File: config.mk
export PLATFORM = sky130hd
export DESIGN_NAME = qspi_req_arb_flat
export DESIGN_NICKNAME = d
export VERILOG_FILES = /design/src/rtl/qspi_req_arb_if.sv /design/src/rtl/qspi_req_arb.sv /design/src/flat_wrapper.sv
export SDC_FILE = /design/constraint.sdc
export NUM_CORES = 1
export LEC_CHECK = 0
export CAP_MARGIN = 20
export CORE_MARGIN = 1
export CORE_UTILIZATION = 42
export DETAILED_ROUTE_END_ITERATION = 10
export GPL_ROUTABILITY_DRIVEN = 0
export PLACE_DENSITY = 0.85
export REMOVE_ABC_BUFFERS = 1
export SLEW_MARGIN = 10
export SYNTH_ARGS = -nofsm -noshare
export SYNTH_HDL_FRONTEND = slang
export SYNTH_SLANG_ARGS = --single-unit
File: constraint.sdc
create_clock -name clk_i -period 4.2 [get_ports clk_i]
set_input_delay 0.42 -clock clk_i [delete_from_list [all_inputs] [get_ports clk_i]]
set_output_delay 0.42 -clock clk_i [all_outputs]
set_load 0.01 [all_outputs]
File: src/rtl/qspi_req_arb_if.sv
// Requester/core bundle between two requesters, the arbiter and the qspi_core register port.
// slave = arbiter side, master = requesters plus core side.
interface qspi_req_arb_if #(
    parameter int AW = 24,
    parameter int DW = 32
);
    logic [1:0]          req_i;
    logic [1:0]          we_i;
    logic [2*AW-1:0]     addr_i;
    logic [2*DW-1:0]     wdata_i;
    logic [2*DW/8-1:0]   be_i;
    logic [1:0]          gnt_o;
    logic [1:0]          rvalid_o;
    logic [DW-1:0]       rdata_o;
    logic                rerr_o;
    logic                core_re_o;
    logic                core_we_o;
    logic [AW-1:0]       core_addr_o;
    logic [DW-1:0]       core_wdata_o;
    logic [DW/8-1:0]     core_be_o;
    logic [DW-1:0]       core_rdata_i;
    logic                core_done_i;

    modport slave (
        input  req_i, we_i, addr_i, wdata_i, be_i, core_rdata_i, core_done_i,
        output gnt_o, rvalid_o, rdata_o, rerr_o,
        output core_re_o, core_we_o, core_addr_o, core_wdata_o, core_be_o
    );

    modport master (
        output req_i, we_i, addr_i, wdata_i, be_i, core_rdata_i, core_done_i,
        input  gnt_o, rvalid_o, rdata_o, rerr_o,
        input  core_re_o, core_we_o, core_addr_o, core_wdata_o, core_be_o
    );
endinterface

File: src/rtl/qspi_req_arb.sv
// Two-requester round-robin arbiter in front of the qspi_core register port.
// Define QSPI_ARB_TIMEOUT_EN to add a read-wait timeout that returns an error response.
module qspi_req_arb #(
    parameter int AW        = 24,
    parameter int DW        = 32,
    parameter int TO_CYCLES = 1024
) (
    input logic          clk_i,
    input logic          rst_ni,
    qspi_req_arb_if.slave bus
);

    localparam int BW = DW / 8;

    if (TO_CYCLES < 2) begin : g_to_check
        $error("qspi_req_arb: TO_CYCLES must be at least 2");
    end

    typedef enum logic [1:0] {IDLE, WR, RD_WAIT, RSP} state_e;

    state_e          state_q, state_d;
    logic            sel_q, sel_d;
    logic            last_q, last_d;
    logic            we_q, we_d;
    logic [AW-1:0]   addr_q, addr_d;
    logic [DW-1:0]   wdata_q, wdata_d;
    logic [BW-1:0]   be_q, be_d;
    logic [DW-1:0]   rdata_q, rdata_d;
    logic [1:0]      rvalid_q, rvalid_d;
    logic [1:0]      gnt_c;
    logic            win;

`ifdef QSPI_ARB_TIMEOUT_EN
    localparam int CW = $clog2(TO_CYCLES);
    localparam logic [CW-1:0] TO_LIM = CW'(TO_CYCLES - 1);

    logic [CW-1:0]   cnt_q, cnt_d;
    logic            err_q, err_d;
`endif

    always_comb begin
        state_d  = state_q;
        sel_d    = sel_q;
        last_d   = last_q;
        we_d     = we_q;
        addr_d   = addr_q;
        wdata_d  = wdata_q;
        be_d     = be_q;
        rdata_d  = rdata_q;
        rvalid_d = 2'b00;
        gnt_c    = 2'b00;
        win      = 1'b0;
`ifdef QSPI_ARB_TIMEOUT_EN
        cnt_d    = cnt_q;
        err_d    = err_q;
`endif
        case (state_q)
            IDLE: begin
                if (bus.req_i != 2'b00) begin
                    // On a tie the requester that did not win last time goes first.
                    win     = (bus.req_i == 2'b11) ? ~last_q : bus.req_i[1];
                    sel_d   = win;
                    last_d  = win;
                    we_d    = bus.we_i[win];
                    addr_d  = win ? bus.addr_i[AW +: AW]    : bus.addr_i[0 +: AW];
                    wdata_d = win ? bus.wdata_i[DW +: DW]   : bus.wdata_i[0 +: DW];
                    be_d    = win ? bus.be_i[BW +: BW]      : bus.be_i[0 +: BW];
                    if (bus.we_i[win]) begin
                        gnt_c[win] = 1'b1;
                        state_d    = WR;
                    end else begin
                        state_d    = RD_WAIT;
                    end
`ifdef QSPI_ARB_TIMEOUT_EN
                    cnt_d = '0;
`endif
                end
            end
            WR: state_d = IDLE;
            RD_WAIT: begin
`ifdef QSPI_ARB_TIMEOUT_EN
                cnt_d = cnt_q + CW'(1);
`endif
                // A requester that drops its request before grant has withdrawn it.
                if (!bus.req_i[sel_q]) begin
                    state_d = IDLE;
                end else if (bus.core_done_i) begin
                    gnt_c[sel_q] = 1'b1;
                    rdata_d      = bus.core_rdata_i;
                    state_d      = RSP;
`ifdef QSPI_ARB_TIMEOUT_EN
                    err_d        = 1'b0;
                end else if (cnt_q == TO_LIM) begin
                    gnt_c[sel_q] = 1'b1;
                    rdata_d      = '0;
                    err_d        = 1'b1;
                    state_d      = RSP;
`endif
                end
            end
            RSP: begin
                rvalid_d[sel_q] = 1'b1;
                state_d         = IDLE;
            end
            default: state_d = IDLE;
        endcase
    end

    always_ff @(posedge clk_i or negedge rst_ni) begin
        if (!rst_ni) begin
            state_q  <= IDLE;
            sel_q    <= 1'b0;
            last_q   <= 1'b1;
            we_q     <= 1'b0;
            addr_q   <= '0;
            wdata_q  <= '0;
            be_q     <= '0;
            rdata_q  <= '0;
            rvalid_q <= 2'b00;
`ifdef QSPI_ARB_TIMEOUT_EN
            cnt_q    <= '0;
            err_q    <= 1'b0;
`endif
        end else begin
            state_q  <= state_d;
            sel_q    <= sel_d;
            last_q   <= last_d;
            we_q     <= we_d;
            addr_q   <= addr_d;
            wdata_q  <= wdata_d;
            be_q     <= be_d;
            rdata_q  <= rdata_d;
            rvalid_q <= rvalid_d;
`ifdef QSPI_ARB_TIMEOUT_EN
            cnt_q    <= cnt_d;
            err_q    <= err_d;
`endif
        end
    end

    // Grant is combinational from req_i, so it is masked while reset is held.
    assign bus.gnt_o        = gnt_c & {2{rst_ni}};
    assign bus.rvalid_o     = rvalid_q;
    assign bus.rdata_o      = rdata_q;
`ifdef QSPI_ARB_TIMEOUT_EN
    assign bus.rerr_o       = err_q & (|rvalid_q);
`else
    assign bus.rerr_o       = 1'b0;
`endif
    assign bus.core_we_o    = (state_q == WR);
    assign bus.core_re_o    = (state_q == RD_WAIT);
    assign bus.core_addr_o  = (state_q == WR)      ? {addr_q[AW-3:0], 2'b00} :
                              (state_q == RD_WAIT) ? addr_q : '0;
    assign bus.core_wdata_o = wdata_q;
    assign bus.core_be_o    = be_q;

endmodule

File: src/flat_wrapper.sv
// flat-port wrapper written by rule: the top's interface ports become plain ports
module qspi_req_arb_flat 
#(
    parameter int AW        = 24,
    parameter int DW        = 32,
    parameter int TO_CYCLES = 1024
)
  (clk_i, rst_ni, bus_req_i, bus_we_i, bus_addr_i, bus_wdata_i, bus_be_i, bus_core_rdata_i, bus_core_done_i, bus_gnt_o, bus_rvalid_o, bus_rdata_o, bus_rerr_o, bus_core_re_o, bus_core_we_o, bus_core_addr_o, bus_core_wdata_o, bus_core_be_o);
  qspi_req_arb_if #(.AW(AW), .DW(DW)) bus_i ();
  input logic clk_i;
  input logic rst_ni;
  input wire logic [$bits(bus_i.req_i)-1:0] bus_req_i;
  input wire logic [$bits(bus_i.we_i)-1:0] bus_we_i;
  input wire logic [$bits(bus_i.addr_i)-1:0] bus_addr_i;
  input wire logic [$bits(bus_i.wdata_i)-1:0] bus_wdata_i;
  input wire logic [$bits(bus_i.be_i)-1:0] bus_be_i;
  input wire logic [$bits(bus_i.core_rdata_i)-1:0] bus_core_rdata_i;
  input wire logic [$bits(bus_i.core_done_i)-1:0] bus_core_done_i;
  output wire logic [$bits(bus_i.gnt_o)-1:0] bus_gnt_o;
  output wire logic [$bits(bus_i.rvalid_o)-1:0] bus_rvalid_o;
  output wire logic [$bits(bus_i.rdata_o)-1:0] bus_rdata_o;
  output wire logic [$bits(bus_i.rerr_o)-1:0] bus_rerr_o;
  output wire logic [$bits(bus_i.core_re_o)-1:0] bus_core_re_o;
  output wire logic [$bits(bus_i.core_we_o)-1:0] bus_core_we_o;
  output wire logic [$bits(bus_i.core_addr_o)-1:0] bus_core_addr_o;
  output wire logic [$bits(bus_i.core_wdata_o)-1:0] bus_core_wdata_o;
  output wire logic [$bits(bus_i.core_be_o)-1:0] bus_core_be_o;
  assign bus_i.req_i = bus_req_i;
  assign bus_i.we_i = bus_we_i;
  assign bus_i.addr_i = bus_addr_i;
  assign bus_i.wdata_i = bus_wdata_i;
  assign bus_i.be_i = bus_be_i;
  assign bus_i.core_rdata_i = bus_core_rdata_i;
  assign bus_i.core_done_i = bus_core_done_i;
  assign bus_gnt_o = bus_i.gnt_o;
  assign bus_rvalid_o = bus_i.rvalid_o;
  assign bus_rdata_o = bus_i.rdata_o;
  assign bus_rerr_o = bus_i.rerr_o;
  assign bus_core_re_o = bus_i.core_re_o;
  assign bus_core_we_o = bus_i.core_we_o;
  assign bus_core_addr_o = bus_i.core_addr_o;
  assign bus_core_wdata_o = bus_i.core_wdata_o;
  assign bus_core_be_o = bus_i.core_be_o;
  qspi_req_arb #(.AW(AW), .DW(DW), .TO_CYCLES(TO_CYCLES)) u_core (.clk_i(clk_i), .rst_ni(rst_ni), .bus(bus_i));
endmodule
==> impl_metrics.csv <==
group,metric,value,unit
detailed_routing,wire_per_inst,19.9,um
final_layout,nets,741,
timing,max_slew.worst_pin.slew,1.09,ns
grt,grt-ovfl-total,0,
detailed_routing,drt-total-wl,14400,um
critical_path,critPathRequiredTime,3.78,ns
timing,period_minus_slack,3.19,ns
yosys,synth_area_leaders,"dfrtp_1, a221o_2, and3_1",
floorplanning,die_w,107,um
floorplanning,dieArea,11300,sq um
timing,final.setup.tns,0,ns
timing,min_period_over_period,75.9,%
critical_path,crit_path_max_fanout,23,
final_layout,num_antenna_cells,0,
power_and_ir_drop,p_leak,0.00323,uW
yosys,synthCells,343,
yosys,netlist_top_cells_count,"dfrtp_1, and3_1, a221o_2",
timing,hold_viol,0,
detailed_routing,initialDrtViolationCount,202,
timing,relSlewSlack,26.7,%
clocking,cts_setup_buffers,0,
final_layout,regArea,2450,sq um
grt,grt_pass1_wl,22400,um
final_layout,fill_cells,744,
yosys,yosysSeqAreaShare,53.5,%
critical_path,start_kind,"flip-flop",
grt,antenna_found_initial,0,
yosys,synth.most_common_cell,"dfrtp_1",
timing,rsz0062_at_grt,"false",
clocking,htreeDepth,3,
grt,grtUsageTotal,25.6,%
floorplanning,dieHeight,107,um
critical_path,setup.worst_path.end_class,"output port",
yosys,yosysWarnings,0,
critical_path,cp.arrival,2.77,ns
detailed_routing,drc,0,
timing,setup-violations-final,0,
clocking,cts_tree,"done",
final_layout,syn2layout_area_growth,60.3,%
clocking,numCtsBuffers,9,
yosys,synth_ff_type,"dfrtp_1",
place,dp_hpwl,10300,um
clocking,clock_path_buffers,2,
final_layout,design_area,7360,sq um
yosys,yosysTopAreaCell,"dfrtp_1",
detailed_routing,ant_nets,0,
status,status,"complete, no violations",
final_layout,drive_gt1_share,17.5,%
critical_path,critical_path_class,"flip-flop to output port",
timing,timing.fmax,0.314,GHz
clocking,clock_latency,0.36,ns
yosys,ys_ff_latch,98,
floorplanning,rows,37,
grt,grt_pass1_vias,4227,
detailed_routing,firstDrtPassIters,4,
timing,whs,0.434,ns
power_and_ir_drop,power.density,684,nW/um^2
yosys,synth_edf_count,0,
yosys,syn_avg_cell_area,13.4,sq um
detailed_routing,vias,4092,
yosys,netlist_area,4590,sq um
yosys,synth_top_cell_area_share,52.9,%
floorplanning,start_util,43.9,%
clocking,cts_hold_buf,1,
flow_run,maxCapViolCount,0,
final_layout,multi_input_area,1870,sq um
floorplanning,ios,258,
clocking,cts.clk_slew.worst_paths,0.10,ns
yosys,async_flop_share,100,%
clocking,cts_sinks,98,
timing,final_max_slew_viol_count,0,
timing,fin_worst_skew,0.0136,ns
floorplanning,coreArea,10500,sq um
grt,grt_max_degree,65,
worst_hold_path,min-delay-path-class,"primary input to async pin",
yosys,yosysUniqueCellTypes,39,
place,dpl_cell_area,7120,sq um
clocking,cts_root_buffer,"clkbuf_8",
power_and_ir_drop,peakVddDrop,355,uV
detailed_routing,via_per_inst,5.66,
clocking,post_cts_resized,0,
place,io_buffer_count,256,
==> report_power, final <==
group / total [uW] / internal [uW] / switching [uW]
logic: 2660 / 1570 / 1080
registers: 1750 / 1410 / 340
clock network: 626 / 293 / 333
==> critical path, cell delays in order, from the launching register on <==
cell             delay, ns
dfrtp_1               0.63
nor2b_2               0.97
a22o_1                0.26
clkdlybuf4s50_1       0.55
==> flip-flops by register name, indices dropped and copies added (netlist names) <==
name,flops
u_core.addr_q,24
u_core.sel_q,1
u_core.last_q,1
u_core.state_q,2
u_core.bus.core_wdata_o,32
u_core.bus.rvalid_o,2
u_core.bus.core_be_o,4
u_core.bus.rdata_o,32
==> cells by family after synthesis <==
group / after synthesis / synth area share [%]
buf+inv: 40 / 6.24
other cells: 1 / 0.0817
mux: 34 / 8.29
simple gates: 78 / 11.5
compound gates: 92 / 20.4
flops: 98 / 53.5
==> cells in the final DEF, fill, tap and decap left out, types with 3 or more instances in the layout <==
cell,netlist,final
dfrtp_1,97,97
a221o_1,4,4
clkdlybuf4s50_1,0,255
and3_1,60,60
clkbuf_8,0,10
buf_4,3,8
a22o_1,22,22
a221o_2,56,56
mux2_1,22,22
and2_1,3,3
mux2_2,10,10
==> cell type report <==
cell class	instances	area share, %
repair buffers	265	36.0
multi-input cells	205	25.4
well taps	136	2.31
clock inverters	6	0.884
flip-flops and latches	98	33.4
clock buffers	10	1.87
inverters	3	0.153
==> final timing paths <==
path / end / depth (start not counted) / startpoint / slack, ns
max: bus_core_addr_o[15] / 3 / u_core.state_q[0] / 1.01
min: u_core.bus.rdata_o[7] / 2 / rst_ni / 0.43
max reg2reg: u_core.bus.core_wdata_o[7] / 4 / u_core.state_q[1] / 1.64
min reg2reg: u_core.bus.rdata_o[2] / 1 / u_core.bus.rdata_o[2] / 0.49
max in group asynchronous: u_core.bus.rdata_o[27] / 4 / rst_ni / 2.32
min in group clk_i: u_core.bus.rdata_o[2] / 1 / u_core.bus.rdata_o[2] / 0.49
==> per-stage QoR <==
stage | setup WS [ns] | power (uW) | std cells | utilization (%)
6_report | 1.01 | 5030 | 723 | 70.3
3_3_place_gp | 1.32 | 4310 | 705 | 68.0
2_1_floorplan | 1.63 | 2950 | 306 | -
4_1_cts | 0.840 | 5030 | 722 | 70.1
5_1_grt | 0.886 | 5320 | 723 | 70.3
3_5_place_dp | 1.24 | 4390 | 705 | 68.0
==> metal layers <==
layer	share of wire, %	global-route usage [%]
met5	0	0
met4	2.4	9.49
met3	9.7	7.54
met2	50	44.8
met1	38	29.7
Note: power is estimated with default switching activity, not from simulation.
